[src/rtl/dmem_access_ctrl.sv]
// Data-memory access controller: round-robin CPU/loader arbitration,
// sub-word load extraction and read-modify-write for sub-word stores.
module dmem_access_ctrl #(
  parameter int ADDR_BITS = 8,
  parameter bit RR_INIT   = 1'b1
) (
  input  logic        clk,
  input  logic        rst,
  input  logic        cpu_req,
  input  logic        cpu_we,
  input  logic [31:0] cpu_addr,
  input  logic [1:0]  cpu_size,
  input  logic        cpu_uns,
  input  logic [31:0] cpu_wdata,
  output logic        cpu_gnt,
  output logic        cpu_done,
  output logic [31:0] cpu_rdata,
  output logic        cpu_err,
  input  logic        ld_req,
  input  logic        ld_we,
  input  logic [31:0] ld_addr,
  input  logic [31:0] ld_wdata,
  output logic        ld_gnt,
  output logic        ld_done,
  output logic [31:0] ld_rdata,
  output logic        ld_err,
  output logic [31:0] RA,
  output logic [31:0] WA,
  output logic [31:0] Di,
  input  logic [31:0] Do,
  output logic        MemWr
);

  typedef enum logic [1:0] {IDLE, READ, WRITE, RESP} state_t;

  state_t               state_q, state_d;
  logic                 last_q, last_d;
  logic                 own_q, own_d;
  logic                 we_q, we_d;
  logic [ADDR_BITS-1:0] addr_q, addr_d;
  logic [1:0]           size_q, size_d;
  logic                 uns_q, uns_d;
  logic [31:0]          wdata_q, wdata_d;
  logic [31:0]          word_q, word_d;
  logic                 err_q, err_d;
  logic [31:0]          cpu_rdata_q, cpu_rdata_d;
  logic [31:0]          ld_rdata_q, ld_rdata_d;

  logic        cpu_pick, ld_pick;
  logic        sel_we, sel_uns, sel_err;
  logic [31:0] sel_addr, sel_wdata;
  logic [1:0]  sel_size;
  logic [31:0] mem_addr, shifted, load_val, merged;

  // last_q=1 means the loader won last, so the CPU takes a tie
  assign cpu_pick = cpu_req && (!ld_req || last_q);
  assign ld_pick  = ld_req && !cpu_pick;

  always_comb begin
    sel_we    = ld_pick ? ld_we    : cpu_we;
    sel_addr  = ld_pick ? ld_addr  : cpu_addr;
    sel_size  = ld_pick ? 2'b10    : cpu_size;
    sel_uns   = ld_pick ? 1'b0     : cpu_uns;
    sel_wdata = ld_pick ? ld_wdata : cpu_wdata;
    sel_err   = (sel_size == 2'b11)
             || ((sel_addr >> ADDR_BITS) != 32'd0)
             || (sel_size == 2'b01 && sel_addr[0])
             || (sel_size == 2'b10 && sel_addr[1:0] != 2'b00);
  end

  always_comb begin
    mem_addr = '0;
    mem_addr[ADDR_BITS-1:2] = addr_q[ADDR_BITS-1:2];
  end

  always_comb begin
    shifted = Do >> {addr_q[1:0], 3'b000};
    unique case (size_q)
      2'b00:   load_val = uns_q ? {24'd0, shifted[7:0]}
                                : {{24{shifted[7]}}, shifted[7:0]};
      2'b01:   load_val = uns_q ? {16'd0, shifted[15:0]}
                                : {{16{shifted[15]}}, shifted[15:0]};
      default: load_val = Do;
    endcase
  end

  always_comb begin
    merged = word_q;
    unique case (size_q)
      2'b00:   merged[{addr_q[1:0], 3'b000} +: 8] = wdata_q[7:0];
      2'b01:   merged[{addr_q[1], 4'b0000} +: 16] = wdata_q[15:0];
      default: merged = wdata_q;
    endcase
  end

  always_comb begin
    state_d     = state_q;
    last_d      = last_q;
    own_d       = own_q;
    we_d        = we_q;
    addr_d      = addr_q;
    size_d      = size_q;
    uns_d       = uns_q;
    wdata_d     = wdata_q;
    word_d      = word_q;
    err_d       = err_q;
    cpu_rdata_d = cpu_rdata_q;
    ld_rdata_d  = ld_rdata_q;
    unique case (state_q)
      IDLE: begin
        if (cpu_pick || ld_pick) begin
          own_d   = ld_pick;
          last_d  = ld_pick;
          we_d    = sel_we;
          addr_d  = sel_addr[ADDR_BITS-1:0];
          size_d  = sel_size;
          uns_d   = sel_uns;
          wdata_d = sel_wdata;
          err_d   = sel_err;
          if (sel_err)
            state_d = RESP;
          else if (sel_we && sel_size == 2'b10)
            state_d = WRITE;
          else
            state_d = READ;
        end
      end
      READ: begin
        word_d = Do;
        if (we_q) begin
          state_d = WRITE;
        end else begin
          state_d = RESP;
          if (own_q) ld_rdata_d  = load_val;
          else       cpu_rdata_d = load_val;
        end
      end
      WRITE:   state_d = RESP;
      RESP:    state_d = IDLE;
      default: state_d = IDLE;
    endcase
  end

  always_ff @(posedge clk or posedge rst) begin
    if (rst) begin
      state_q     <= IDLE;
      last_q      <= RR_INIT;
      own_q       <= 1'b0;
      we_q        <= 1'b0;
      addr_q      <= '0;
      size_q      <= 2'b00;
      uns_q       <= 1'b0;
      wdata_q     <= '0;
      word_q      <= '0;
      err_q       <= 1'b0;
      cpu_rdata_q <= '0;
      ld_rdata_q  <= '0;
    end else begin
      state_q     <= state_d;
      last_q      <= last_d;
      own_q       <= own_d;
      we_q        <= we_d;
      addr_q      <= addr_d;
      size_q      <= size_d;
      uns_q       <= uns_d;
      wdata_q     <= wdata_d;
      word_q      <= word_d;
      err_q       <= err_d;
      cpu_rdata_q <= cpu_rdata_d;
      ld_rdata_q  <= ld_rdata_d;
    end
  end

  assign cpu_gnt   = !rst && state_q == IDLE && cpu_pick;
  assign ld_gnt    = !rst && state_q == IDLE && ld_pick;
  assign cpu_done  = state_q == RESP && !own_q;
  assign ld_done   = state_q == RESP && own_q;
  assign cpu_err   = cpu_done && err_q;
  assign ld_err    = ld_done && err_q;
  assign cpu_rdata = cpu_rdata_q;
  assign ld_rdata  = ld_rdata_q;
  assign RA        = (state_q != IDLE) ? mem_addr : 32'd0;
  assign WA        = RA;
  assign MemWr     = state_q == WRITE;
  assign Di        = MemWr ? merged : 32'd0;

endmodule

[config.mk]
export PLATFORM = sky130hd
export DESIGN_NAME = dmem_access_ctrl
export DESIGN_NICKNAME = d
export VERILOG_FILES = /design/src/rtl/dmem_access_ctrl.sv
export SDC_FILE = /design/constraint.sdc
export NUM_CORES = 1
export LEC_CHECK = 0
export ABC_AREA = 1
export BUFFER_PORTS_ARGS = -buffer_cell sky130_fd_sc_hd__buf_2
export CAP_MARGIN = 30
export CORE_MARGIN = 2
export CORE_UTILIZATION = 45
export DETAILED_ROUTE_END_ITERATION = 10
export GPL_ROUTABILITY_DRIVEN = 0
export GPL_TIMING_DRIVEN = 1
export HOLD_SLACK_MARGIN = 0.1
export PLACE_DENSITY_LB_ADDON = 0.15
export SYNTH_ARGS = -nofsm -noshare
export SYNTH_HDL_FRONTEND = slang
export SYNTH_SLANG_ARGS = --single-unit
[constraint.sdc]
create_clock -name clk -period 8.4 [get_ports clk]
set_input_delay 0 -clock clk [delete_from_list [all_inputs] [get_ports clk]]
set_output_delay 0 -clock clk [all_outputs]
set_load 0.02 [all_outputs]
## Word-level counts from Yosys, hierarchy flattened

Index checks and enable logic that the tools add are counted.

- Input bits: 169
- Word-level logic and storage cells: 76
- Register bits: 145
- Output and inout bits: 167

- Reduce and logical (&&, ||, !) cells: 29
- Equality and inequality tests: 8
- Bitwise operators: 2
- Mux-type cells: 18
- Add/sub/neg operators: 2
- Shifts and indexed selects: 5

Operators with widths:

| operator | count |
|---|---|
| two-way mux 32 bit | 5 |
| case mux 32 bit (2 select lines) | 2 |
| bitwise mux 32 bit | 2 |
| nonzero test 32 bit | 1 |
| variable shift 16 x 7 -> 32 bit, first input constant | 1 |
| variable shift 8 x 7 -> 32 bit, first input constant | 1 |
| variable part select 16 x 7 -> 32 bit | 1 |
| variable part select 8 x 7 -> 32 bit | 1 |
| >> shifter 32 x 5 -> 16 bit | 1 |
| negator 5 -> 7 bit | 2 |
| logical AND 1 bit | 12 |
| == test 2 bit, second input constant | 4 |
| two-way mux 2 bit | 4 |
| two-way mux 8 bit | 1 |
| case mux 2 bit (4 select lines) | 1 |
| == test 2 x 1 -> 1 bit, second input constant | 3 |
| AND reduction 3 bit | 2 |
| logical OR 1 bit | 5 |
| logical NOT 1 bit | 4 |
| logical NOT 2 bit | 2 |
| nonzero test 2 bit | 2 |
| two-way mux 1 bit | 3 |
| inequality test 2 bit, second input constant | 1 |
| inverter 1 bit | 2 |
| AND reduction 2 bit | 1 |

## Logic depth before layout (Yosys ltp)

Gate-level depths: netlist (run 1).

- Word-level depth: 13
- Mapped depth: 10
- Depth with buffers taken out: 10

## Worst setup path after synthesis (run 1)

Ideal clock, no wire load.

- Kind: input to output
- Start point: in rst
- End point: out ld_gnt
- Required time: 8.400 ns
- Cell stages on the path: 3
- Setup slack: 4.920 ns
- Data arrival time: 3.480 ns
- Path buffers: 0
- Cells stage by stage: inv_1 > nand3_1 > inv_1

- Word-level cells in the longest chain between the ends: 3

Ends and longest elaborated chain:

| element | RTL line | text |
|---|---|---|
| start: declaration | 8 | `input logic rst,` |
| logical NOT 1 bit | 175 | `assign ld_gnt = !rst && state_q == IDLE && ld_pick;` |
| logical AND 1 bit (2 in a row) | 175 |  |
| end: declaration | 23 | `output logic ld_gnt,` |

Every way passes these cells.

## Worst setup path after layout (run 1)

- Start point: reg addr_q[1]
- End point: out Di[3]

- Word-level cells in the longest chain between the ends: 5
- Elaborated cells on any way between the ends: 10
- Classes of those cells: add/sub: 2; shift: 4; mux: 4

Ends and longest elaborated chain:

| element | RTL line | text |
|---|---|---|
| start: declaration | 40 | `logic [ADDR_BITS-1:0] addr_q, addr_d;` |
| start signal: assignment | 163 | `addr_q <= addr_d;` |
| negator 5 -> 7 bit (on tied branches) | 91, 90 |  |
| variable part select 16 x 7 -> 32 bit (tied with other cells) | 91 | `2'b01: merged[{addr_q[1], 4'b0000} +: 16] = wdata_q[15:0];` |
| bitwise mux 32 bit (on tied branches) | 91, 90 |  |
| case mux 32 bit (2 select lines) (*) | 89 | `unique case (size_q)` |
| two-way mux 32 bit (*) | 185 | `assign Di = MemWr ? merged : 32'd0;` |
| end: declaration | 29 | `output logic [31:0] Di,` |

Every way passes the cells marked *; elsewhere a longest branch is shown, timed or not.

==> out/metrics.cfg, run 1 <==
[logic_synthesis]
synthCells=1163
avgSynthCellArea_um2=7.33
synth.ff_latch_count=145
syn_area_um2=8530
yosys.area.top_type_share=0.423
synth_cell_types=39
yosys_warnings=0
synth.top_cells.by_area=dfrtp_1 42%, nand2_1 16%, a21oi_1 7.3%
ys_seq_area_frac=0.426
post-synth-top-area-cell=dfrtp_1

[finish]
num_antenna_cells=0
final_nets=1702
final_cell_mix=354 x nand2_1, 283 x buf_2, 143 x dfrtp_1, 124 x a21oi_1, 124 x dlygate4sd3_1
fin_area_um2=11700
multiInputGateArea_um2=4100
regArea_um2=3630
fillers=1670
drive_above_1_share=0.231
mostFrequentLayoutCell=nand2_1
areaGrowthSynthToFinish_pct=36.8

[drt]
drt_iter0_markers=698
wl_per_cell_um=16.2
via_count=9092
drc=0
drt_first_pass_iters=5
antenna_left=0
wl_mm=28.8
avgViaCountPerCell=5.13

[sta]
fin_crit_sh=0.432
tns_ns=0
maxSlewViolCount=0
relSlewSlack=0.311
rsz0062_at_grt=no
finalHoldViolations=0
fin_skew_ns=0.0124
fmax_mhz=276
setup-violations-final=0
tightest_slew_ns=1.03
period_needed_ns=3.63

[global_routing]
grt_antenna_before_repair=0
grt.overflow.total=0
grt_max_degree=89
grt_pass1_vias=8546
grt_pass1_wl_mm=44.3
grt_usage=0.282

[clock_network]
cts_tree=done
htree_levels=4
max-clock-path-buffers=2
clk_latency_ns=0.43
root_buffer=clkbuf_16
cts-buffers-inserted=17
numClockSinks=145
path_clk_slew_ns=0.06

[floorplan]
dieArea_um2=20100
core-area_um2=18600
start_util=0.457
die_x_um=142
io_pins=336
die_h_um=142
rows=50

[power_and_ir_drop]
cellPowerDensity_nw_per_um2=392
p_leak_nw=5.92
p_total_mw=4.57
ir_drop_mv=0.214

[placement]
post_dp_cell_area_um2=9820
dp_hpwl_mm=19.9
numPortBuffers=283

[worst_setup_path]
arrival_ns=3.63
ff2ff_setup_slack_ns=5.17
required_ns=8.40
path_class=register to output pin
endpoint_kind=output pin
startpoint_type=register
cp_max_fo=53

[run_status]
status=complete, no violations

[flow_run]
cap_viol_max_count=0

[worst_hold_path]
hold_path_class=primary input to register

==> registers in the layout (all words and copies together) (netlist names) <==
register and cells:
err_q 1, own_q 1, word_q 32, ld_rdata 32
we_q 1, size_q 2, addr_q 8, last_q 1
uns_q 1, state_q 2, wdata_q 32, cpu_rdata 32
==> path summary, 6_finish.rpt <==
check | from | end | cells past startpoint
max | addr_q[1] | Di[3] | 7
min | cpu_addr[29] | err_q | 7
max reg2reg | state_q[1] | wdata_q[16] | 9
min reg2reg | ld_rdata[30] | ld_rdata[30] | 2
max in group asynchronous | rst | word_q[5] | 4
min in group asynchronous | rst | err_q | 3
==> critical path, cell delays in order (launching register included) <==
cell and delay (ns):
dfrtp_1 0.63, inv_2 0.71, ha_1 0.28, clkinv_1 0.35, nor4_2 0.74, nand2_1 0.13, a21oi_1 0.18, buf_2 0.18
==> per-layer routing <==
layer | part of all wire | GRT usage | vias to the layer above
li1 | - | - | 4458
met1 | 0.43 | 0.371 | 4146
met2 | 0.46 | 0.457 | 426
met3 | 0.073 | 0.0530 | 62
met4 | 0.035 | 0.120 | 0
met5 | 0 | 0 | -
==> area by class of cell <==
cell class / instances / area share
repair buffers: 417 / 0.236
well taps: 234 / 0.0251
clock buffers: 21 / 0.0412
inverters: 76 / 0.0249
multi-input cells: 867 / 0.351
clock inverters: 11 / 0.00998
flip-flops and latches: 145 / 0.311
==> synth_stat cells, drive strengths merged <==
cell,n
clkbuf,49
nand3,55
a21oi,126
ha,9
dfrtp,144
mux2,8
o21ai,93
clkinv,3
conb,1
o21a,1
nor2,84
and2,4
nand4,3
dfstp,1
nor3,2
mux2i,1
a31oi,25
o221ai,8
buf,77
o22ai,17
a31o,1
inv,73
a2111oi,1
nand2,354
a22oi,7
nor4,1
o211ai,14
a21o,1
==> cell families (layout without fill, tap and decap cells) <==
family,after synthesis,in the layout,share of synthesized area
other,1,52,0.000440
adders and majority gates,9,9,0.0132
buffers and inverters,202,525,0.119
DFF,145,145,0.426
AOI/OAI and AO/OA,294,294,0.190
and+or+nand+nor,503,503,0.240
muxes,9,9,0.0117
==> timing repair <==
item | CTS | global route
gates resized for setup | 0 | 0
hold buffers | 124 | 0
endpoints found under the hold margin | 230 | 0
setup buffers | 0 | 0
==> power by group <==
group	leakage (nW)	switching, mW	internal (mW)	total [mW]
Sequential	1.73	0.305	1.04	1.35
Combinational	3.90	1.56	0.901	2.46
Clock	0.291	0.319	0.447	0.766
Total	5.92	2.18	2.39	4.57
==> through the flow <==
step                hold slack (ns)  utilization  cells  worst slack [ns]
floorplan                     0.117            -   1214              4.49
global placement              0.228        0.525   1614              5.33
global route                  0.150        0.626   1771              4.55
detailed placement            0.236        0.527   1615              5.25
finish                        0.100        0.626   1771              4.77
CTS                           0.101        0.626   1771              4.80
(Power assumes the default switching activity.)
==> inputs of run 2 (changes only) <==
--- a/config.mk
+++ b/config.mk
@@ -5,7 +5,7 @@
 export SDC_FILE = /design/constraint.sdc
 export NUM_CORES = 1
 export LEC_CHECK = 0
-export ABC_AREA = 1
+export ABC_AREA = 0
 export BUFFER_PORTS_ARGS = -buffer_cell sky130_fd_sc_hd__buf_2
 export CAP_MARGIN = 30
 export CORE_MARGIN = 2
==> constraint.sdc (replaced) <==
create_clock -name clk -period 3.2 [get_ports clk]
set_input_delay 0 -clock clk [delete_from_list [all_inputs] [get_ports clk]]
set_output_delay 0 -clock clk [all_outputs]
set_load 0.02 [all_outputs]
==> run 2 against run 1 <==
Effect of this change: worst hold slack got worse by 0.0042 ns; global-route usage fell by 0.37 points; utilization rose by 0.39 points; sequential share of layout area fell by 0.17 points; wire length fell by 1.2%; count of clock-buffer cells in the layout fell by 3; sequential power rose to 2.8 times the previous value; combinational power rose to 2.7 times the previous value; flip-flop and latch count did not move; total power rose to 2.7 times the previous value; critical path type is now primary input to register.
==> out/metrics.cfg, run 2 <==
[power_and_ir_drop]
p_leak_nw=5.51
ir_drop_mv=0.530
p_sw_frac=0.441
combPwrFrac=0.528
p_clk_frac=0.175
p_sw_mw=5.54
cellPowerDensity_nw_per_um2=1070
power.sequential.fraction=0.297
internal_power_mw=7.02
p_total_mw=12.6

[worst_setup_path]
arrival_ns=2.99
r2r_start=last_q
ff2ff_setup_slack_ns=0.56
crit_end=state_q[0]
cp_max_fo=3
required_ns=3.48
reg2regPathDepth=6
path_class=primary input to register
timing.rr.end=state_q[0]
crit_buf_inv=5
startpoint=ld_addr[12]
crit_chain=dlygate4sd3_1 > buf_2 > nor4_2 > dlygate4sd3_1 > nand4_1 > dlygate4sd3_1 > o22ai_1 > dlygate4sd3_1 > a41oi_1
crit_top_cell=dlygate4sd3_1
crit_path_top_delay_cell=dlygate4sd3_1
startpoint_type=primary input
crit_family=buffers and inverters
crit_cells=9
max_stage_delay_ns=0.60
endpoint_kind=register

[drt]
drt_first_pass_iters=5
drt_iter0_markers=605
via_count=8361
drc=0
avgViaCountPerCell=5.42
wl_per_cell_um=18.4
antenna_left=0
wl_mm=28.4

[sta]
fin_skew_ns=0.0115
whs_ns=0.0961
maxSlewViolCount=0
setup-violations-final=0
relSlewSlack=0.367
period_needed_ns=2.71
tns_ns=0
tightest_slew_ns=0.949
fmax_mhz=369
fin_crit_sh=0.847
layout_setup_ws_ns=0.491
rsz0062_at_grt=no
finalHoldViolations=0

[logic_synthesis]
synth_edf_count=0
synth_most_common_cell=nand2_1
synth.top_cells.by_area=dfrtp_1 42%, nand2_1 6.4%, a31oi_1 5.4%
synth_common_cells=146 x nand2_1, 144 x dfrtp_1, 86 x nor2_1, 74 x a31oi_1, 61 x buf_4
synth.ff_latch_count=145
synthCells=929
post-synth-top-area-cell=dfrtp_1
ys_seq_area_frac=0.427
avgSynthCellArea_um2=9.15
async_flop_share=1.00
yosys_warnings=0
yosys.area.top_type_share=0.424
synth_cell_types=54
ys.flop_type=dfrtp_1
syn_area_um2=8500

[clock_network]
cts-buffers-inserted=17
path_clk_slew_ns=0.07
max-clock-path-buffers=2
htree_levels=4
clk_latency_ns=0.43
numClockSinks=145
postCtsSetupRepairBufs=0
cts_tree=done
root_buffer=clkbuf_16

[floorplan]
die_h_um=141
die_x_um=141
io_pins=336
rows=50
dieArea_um2=20000
start_util=0.456
core-area_um2=18600

[global_routing]
grt_pass1_vias=7796
grt_usage=0.278
grt_pass1_wl_mm=42.9
grt_antenna_before_repair=1
grt_max_degree=79
grt.overflow.total=0

[finish]
fin_area_um2=11700
final_nets=1473
post-route-util=0.629
final_cell_mix=283 x buf_2, 146 x nand2_1, 141 x dfrtp_1, 128 x dlygate4sd3_1, 86 x nor2_1
drive_above_1_share=0.299
fin_cells=1543
mostFrequentLayoutCell=buf_2
areaGrowthSynthToFinish_pct=38.0

[placement]
numPortBuffers=283
dp_hpwl_mm=20.1
post_dp_cell_area_um2=9780
dp_slack_ns=0.928
placedCellCount=1382

[worst_hold_path]
min_path_cells=3
hold_path_class=primary input to register

[run_status]
status=complete, no violations

[flow_run]
cap_viol_max_count=0

==> run 2: how the worst min path moves through the flow <==
stage | start | to
2_1_floorplan | cpu_size[0] | size_q[0]
3_3_place_gp | rst | cpu_rdata[0]
3_5_place_dp | rst | cpu_rdata[0]
4_1_cts | cpu_req | state_q[0]
5_1_grt | ld_req | last_q
6_report | ld_req | last_q
==> run 2: cell type report <==
class / instances / area (um^2)
Timing Repair Buffer: 429 / 2850
Multi-Input combinational cell: 690 / 4260
Clock inverter: 14 / 211
Antenna cell: 1 / 2.50
Sequential cell: 145 / 3630
Fill cell: 1603 / 6910
Inverter: 12 / 48.8
Tap cell: 234 / 293
Clock buffer: 18 / 439
==> run 2: worst min-delay path, cell delays in order <==
cell     delay [ns]
buf_2          0.14
a21bo_4        0.30
o21ai_1        0.08
==> run 2: power by group through the flow <==
stage | clock, mW | sequential [mW] | combinational (mW)
2_1_floorplan | 0 | 3.76 | 4.24
3_5_place_dp | 0 | 3.73 | 5.98
5_1_grt | 2.32 | 3.84 | 7.21
6_report | 2.20 | 3.73 | 6.63
3_3_place_gp | 0 | 3.70 | 5.93
4_1_cts | 2.23 | 3.70 | 6.59
==> run 2: logic make-up (layout without fill, tap and decap cells) <==
family / Yosys count / in the layout / synth area share
compound gates: 266 / 266 / 0.225
fa+ha+maj: 9 / 9 / 0.0132
buf+inv: 145 / 473 / 0.0983
flops: 145 / 145 / 0.427
mux: 58 / 58 / 0.0781
other cells: 1 / 53 / 0.000441
simple gates: 305 / 305 / 0.158
==> run 2: repair_timing <==
| item | in CTS | in global routing |
|---|---|---|
| resized for setup | 0 | 3 |
| hold buffers | 129 | 0 |
| setup endpoints to repair | 0 | 1 |
| endpoints found under the hold margin | 287 | 0 |
==> run 2: routing by layer <==
metal / up-vias / global-route usage / routed length [um]
met5: - / 0 / 0
met4: 0 / 0.0811 / 586
met3: 38 / 0.0526 / 2020
met2: 371 / 0.464 / 13800
met1: 3968 / 0.370 / 12000
li1: 3984 / - / -
